[src/rtl/vgm_wb_pkg.sv]
`default_nettype none
// ----------------------------------------------------------------------------
// Module : vgm_wb_pkg
// Brief  : Shared Wishbone widths and handshake FSM state type.
// Rev    : 1.0
// ----------------------------------------------------------------------------
package vgm_wb_pkg;

  localparam int WB_ADDR_W = 32;
  localparam int WB_DATA_W = 32;

  typedef enum logic [1:0] {
    ST_IDLE = 2'd0,
    ST_WAIT = 2'd1,
    ST_ACK  = 2'd2
  } wb_state_t;

endpackage
`default_nettype wire

[src/rtl/vgm_wb_regfile_mem.sv]
`default_nettype none
// ----------------------------------------------------------------------------
// Module : vgm_wb_regfile_mem
// Brief  : NUM_REGS x 32 register array, one write port, one async read port.
// Rev    : 1.0
// ----------------------------------------------------------------------------
module vgm_wb_regfile_mem
  import vgm_wb_pkg::*;
#(
  parameter int NUM_REGS = 16,
  parameter int IDX_W    = 4
) (
  input  logic                 clk,
  input  logic                 rst,
  input  logic                 i_we,
  input  logic [IDX_W-1:0]     i_waddr,
  input  logic [WB_DATA_W-1:0] i_wdata,
  input  logic [IDX_W-1:0]     i_raddr,
  output logic [WB_DATA_W-1:0] o_rdata
);

  logic [WB_DATA_W-1:0] r_mem [NUM_REGS];

  always_ff @(posedge clk or posedge rst) begin
    if (rst) begin
      for (int i = 0; i < NUM_REGS; i++) begin
        r_mem[i] <= '0;
      end
    end else if (i_we) begin
      r_mem[i_waddr] <= i_wdata;
    end
  end

  assign o_rdata = r_mem[i_raddr];

endmodule
`default_nettype wire

[src/rtl/vgm_wb_slave_regfile.sv]
`default_nettype none
// ----------------------------------------------------------------------------
// Module : vgm_wb_slave_regfile
// Brief  : Wishbone classic slave with programmable wait states over a regfile.
// Rev    : 1.0
// ----------------------------------------------------------------------------
module vgm_wb_slave_regfile
  import vgm_wb_pkg::*;
#(
  parameter int NUM_REGS    = 16,
  parameter int WAIT_CYCLES = 1
) (
  input  logic                 CLK_I,
  input  logic                 RST_I,
  input  logic                 CYC_I,
  input  logic                 STB_I,
  input  logic                 WE_I,
  input  logic [WB_ADDR_W-1:0] ADR_I,
  input  logic [WB_DATA_W-1:0] DAT_I,
  output logic                 ACK_O,
  output logic [WB_DATA_W-1:0] DAT_O
);

  localparam int         c_idx_w     = $clog2(NUM_REGS);
  localparam logic [3:0] c_wait_load = (WAIT_CYCLES == 0) ? 4'd0 : 4'(WAIT_CYCLES - 1);

  wb_state_t              r_state;
  wb_state_t              w_state_nxt;
  logic [3:0]             r_cnt;
  logic [3:0]             w_cnt_nxt;
  logic                   r_we;
  logic [c_idx_w-1:0]     r_idx;
  logic [WB_DATA_W-1:0]   r_dat;

  logic                   w_req;
  logic                   w_accept;
  logic [c_idx_w-1:0]     w_adr_idx;
  logic                   w_mem_we;
  logic [c_idx_w-1:0]     w_mem_idx;
  logic [WB_DATA_W-1:0]   w_mem_wdata;
  logic [WB_DATA_W-1:0]   w_rdata;
  logic                   w_unused_adr;

  assign w_req     = CYC_I & STB_I;
  assign w_adr_idx = ADR_I[c_idx_w+1:2];
  // Upper address bits alias onto the index field; byte lanes are ignored.
  assign w_unused_adr = ^{ADR_I[WB_ADDR_W-1:c_idx_w+2], ADR_I[1:0]};

  always_ff @(posedge CLK_I or posedge RST_I) begin
    if (RST_I) begin
      r_state <= ST_IDLE;
      r_cnt   <= '0;
      r_we    <= 1'b0;
      r_idx   <= '0;
      r_dat   <= '0;
    end else begin
      r_state <= w_state_nxt;
      r_cnt   <= w_cnt_nxt;
      if (w_accept) begin
        r_we  <= WE_I;
        r_idx <= w_adr_idx;
        r_dat <= DAT_I;
      end
    end
  end

  always_comb begin
    w_state_nxt = r_state;
    w_cnt_nxt   = r_cnt;
    w_accept    = 1'b0;
    case (r_state)
      ST_IDLE: begin
        if (w_req) begin
          w_accept = 1'b1;
          if (WAIT_CYCLES == 0) begin
            w_state_nxt = ST_ACK;
          end else begin
            w_state_nxt = ST_WAIT;
            w_cnt_nxt   = c_wait_load;
          end
        end
      end
      ST_WAIT: begin
        if (!w_req) begin
          w_state_nxt = ST_IDLE;
          w_cnt_nxt   = '0;
        end else if (r_cnt == 4'd0) begin
          w_state_nxt = ST_ACK;
        end else begin
          w_cnt_nxt = r_cnt - 4'd1;
        end
      end
      ST_ACK:  w_state_nxt = ST_IDLE;
      default: w_state_nxt = ST_IDLE;
    endcase
  end

  // Commit on the edge entering ACK; with zero wait states that is the capture edge.
  assign w_mem_we    = (w_state_nxt == ST_ACK) && (w_accept ? WE_I : r_we);
  assign w_mem_idx   = w_accept ? w_adr_idx : r_idx;
  assign w_mem_wdata = w_accept ? DAT_I : r_dat;

  vgm_wb_regfile_mem #(
    .NUM_REGS (NUM_REGS),
    .IDX_W    (c_idx_w)
  ) u_mem (
    .clk     (CLK_I),
    .rst     (RST_I),
    .i_we    (w_mem_we),
    .i_waddr (w_mem_idx),
    .i_wdata (w_mem_wdata),
    .i_raddr (r_idx),
    .o_rdata (w_rdata)
  );

  assign ACK_O = (r_state == ST_ACK);
  assign DAT_O = (r_state == ST_ACK) ? w_rdata : '0;

endmodule
`default_nettype wire

[config.mk]
export PLATFORM = sky130hd
export DESIGN_NAME = vgm_wb_slave_regfile
export DESIGN_NICKNAME = d
export VERILOG_FILES = /design/src/rtl/vgm_wb_pkg.sv /design/src/rtl/vgm_wb_regfile_mem.sv /design/src/rtl/vgm_wb_slave_regfile.sv
export SDC_FILE = /design/constraint.sdc
export NUM_CORES = 1
export LEC_CHECK = 0
export CELL_PAD_IN_SITES_DETAIL_PLACEMENT = 0
export CELL_PAD_IN_SITES_GLOBAL_PLACEMENT = 1
export CORE_UTILIZATION = 35
export DETAILED_ROUTE_END_ITERATION = 10
export PLACE_DENSITY = 0.59
export SLEW_MARGIN = 0
export SYNTH_ARGS = -nofsm -noshare
export SYNTH_HDL_FRONTEND = slang
export SYNTH_HIERARCHICAL = 1
export SYNTH_SLANG_ARGS = --single-unit
[constraint.sdc]
create_clock -name CLK_I -period 20.5 [get_ports CLK_I]
set_input_delay 4.1 -clock CLK_I [delete_from_list [all_inputs] [get_ports CLK_I]]
set_output_delay 4.1 -clock CLK_I [all_outputs]
set_load 0.05 [all_outputs]
==> reports/results.ini <==
[status]
outcome = finished clean

[worst_setup_path]
critPathSlowestCell = dfrtp_4
path_cells = buf_12 > mux4_2 > a22oi_1 > nand2_1 > and2_1 > clkdlybuf4s50_1
critical_path.startpoint = r_idx[0]$_DFF_PP0_
r2r_start = r_idx[0]$_DFF_PP0_
reg2reg_to = u_mem/r_mem[282]$_DFFE_PP0P_
rrSetupSlack_ns = 16.19
critPathKind = flip-flop to output pin
cpPeakStageDelay_ns = 0.91
rr_worst_depth = 6
arrival_ns = 4.27
end_kind = output pin
crit_end = DAT_O[2]
cp.required_ns = 16.40
path_buf_inv = 2
worst-path-stages = 6
critPathMaxFanout = 97
cp_top_family = buffers and inverters
critPathLaunchType = flip-flop

[logic_synthesis]
synth_top_area_frac = 0.555
synth.most_common_cell = dfrtp_1
synthCells = 1566
syn_avg_cell_area_um2 = 16.0
synth_edf_count = 0
ys_top_cells_by_area = dfrtp_1, mux2_2, mux4_2
synth-seq-cells = 555
synthTopCellsByCount = dfrtp_1, mux2_2, mux4_2
yosys_warnings = 6
syn_nets = 1636
synth_top_cell_by_area = dfrtp_1
ys_seq_area_frac = 0.555
async_flop_share = 1.00
yosysUniqueCellTypes = 35
synth-main-ff-cell = dfrtp_1
synth_area_um2 = 25000

[cts]
ctsHoldBuffers = 0
worstSkewPairLatency_ns = 0.65
cts_made_buffers = 61
cts_resized = 0
cts_buffer_depth = 3
cts_htree_levels = 2
clkSinkCount = 555
cts_tree = done
postCtsSetupBuffers = 0
cts-root-buf = clkbuf_16
clk_pin_slew_worst_paths_ns = 0.06

[floorplan]
ios = 102
coreArea_um2 = 70400
die_area_um2 = 72600
num_rows = 97
dieWidth_um = 269
die_h_um = 269
start_util = 0.356

[finish]
antenna_cells = 0
final_util = 0.407
syn_to_final_growth_pct = 14.3
drive_gt1_frac = 0.492
fin_nets = 1666

[sta]
clock.fmax_mhz = 120
clock_skew_ns = 0.0586
slew_headroom = 0.308
report.final.hold_viol_count = 0
min_period_ns = 8.37
drv_slew = 0
tns_ns = 0
setup_viol = 0
fin_crit_sh = 0.408
rsz0062_at_grt = false
tightest_slew_ns = 1.04

[routing]
wl_per_cell_um = 25.0
vias = 13711
first_pass_iters = 5
route.detailed.drc = 0
avgViaCountPerCell = 5.32
wirelength_um = 64500
initialDrtViolationCount = 833
antenna_left = 0

[power]
p_per_area_nw_per_um2 = 94.8
p_leak_nw = 13.6
vdd_drop_max_uv = 60.1
power_mw = 2.71

[run]
drv_cap = 0

[grt]
grtUsageTotal = 0.181
overflow = 0
grt_pass1_vias = 14852
grt_max_degree = 177
grt_pass1_wl_um = 99200
antenna_found_initial = 2

[hold_path]
min_from = u_mem/r_mem[280]$_DFFE_PP0P_
hp-class = flip-flop to flip-flop

[placement]
place_hpwl_um = 35600
place.gp.congestion = 0.686
port-buffer-count = 73

## cells by family after synthesis
| logic type | after synthesis | synth area share |
|---|---|---|
| compound gates | 73 | 0.0211 |
| fa+ha+maj | 1 | 0.000500 |
| buf+inv | 143 | 0.0265 |
| flops | 555 | 0.555 |
| mux | 679 | 0.372 |
| simple gates | 115 | 0.0254 |
## registers in the layout, summed over array words and instances (netlist names)
name         cells
r_dat           32
r_idx            4
u_mem/r_mem    512
r_cnt            4
r_we             1
r_state          2
## final cells by class
class                      instances  area, um^2
fill                            6499       41800
sequential                       555       13900
multi-input combinational        868       10600
clock buffer                      91        1770
tap                              940        1180
timing repair buffer             105         996
clock inverter                    12         169
inverter                           5        26.3
## placed cells by master (no fill, tap or decap), types with 2 or more instances in the layout
master           netlist  layout
clkdlybuf4s50_1        0      73
mux2_2               472     472
mux2_4                60      60
mux4_2               128     128
nand2_1               35      34
a21oi_1                2       2
clkbuf_16              0      61
inv_1                  5       3
o21ai_0                6       6
clkinv_2               0       5
nor2_4                 0       7
nand4_1                2       2
buf_4                  0      30
buf_12                 0       2
nor3_4                 1       4
nor2_1                11       4
nand2b_1               3       2
nand3b_1               3       3
bufinv_16              0       2
or3_2                  0       2
nor3_1                 3       3
nor4bb_1               2       2
dfrtp_1              555     553
nor2b_4                0       2
clkinvlp_4             0       2
and2_1                34      33
clkbuf_8               0      13
clkbuf_1              64      17
nor3b_1                2       2
nand3_1                6       5
mux2_1                17      17
nand2_2                2       3
a22oi_1               64      64
mux2i_1                2       2
dfrtp_4                0       2
clkinv_16              0       2
## where the power goes
part	switching, mW	internal, mW	total, mW
clock network	0.446	0.617	1.06
logic	0.217	0.180	0.397
registers	0.0609	1.19	1.25
total	0.724	1.99	2.71
## per-layer routing
layer	wire length (um)	part of all wire	global-route usage	vias to the layer above
met4	1650	0.026	0.0525	2
met1	28700	0.45	0.243	7528
li1	-	-	-	5855
met2	32000	0.50	0.305	229
met3	2080	0.032	0.0241	97
met5	76	0.0012	0.00724	-
## stage by stage
| stage | hold WS (ns) | std cells | setup WS (ns) | cell area, um^2 |
|---|---|---|---|---|
| floorplan | 0.452 | 1566 | 2.10 | 25000 |
| global placement | 0.463 | 2473 | 12.46 | 26700 |
| detailed placement | 0.471 | 2473 | 12.42 | 26700 |
| CTS | 0.485 | 2576 | 11.95 | 28600 |
| global route | 0.497 | 2576 | 11.80 | 28600 |
| finish | 0.484 | 2576 | 12.13 | 28600 |
## how the worst min path moves through the flow
stage / end / slack [ns] / cells after the start
floorplan: u_mem/r_mem[183]$_DFFE_PP0P_ / 0.45 / 1
global placement: u_mem/r_mem[218]$_DFFE_PP0P_ / 0.46 / 1
detailed placement: u_mem/r_mem[280]$_DFFE_PP0P_ / 0.47 / 1
CTS: u_mem/r_mem[280]$_DFFE_PP0P_ / 0.48 / 1
global route: u_mem/r_mem[280]$_DFFE_PP0P_ / 0.50 / 1
finish: u_mem/r_mem[280]$_DFFE_PP0P_ / 0.48 / 1
(Power assumes the default switching activity.)
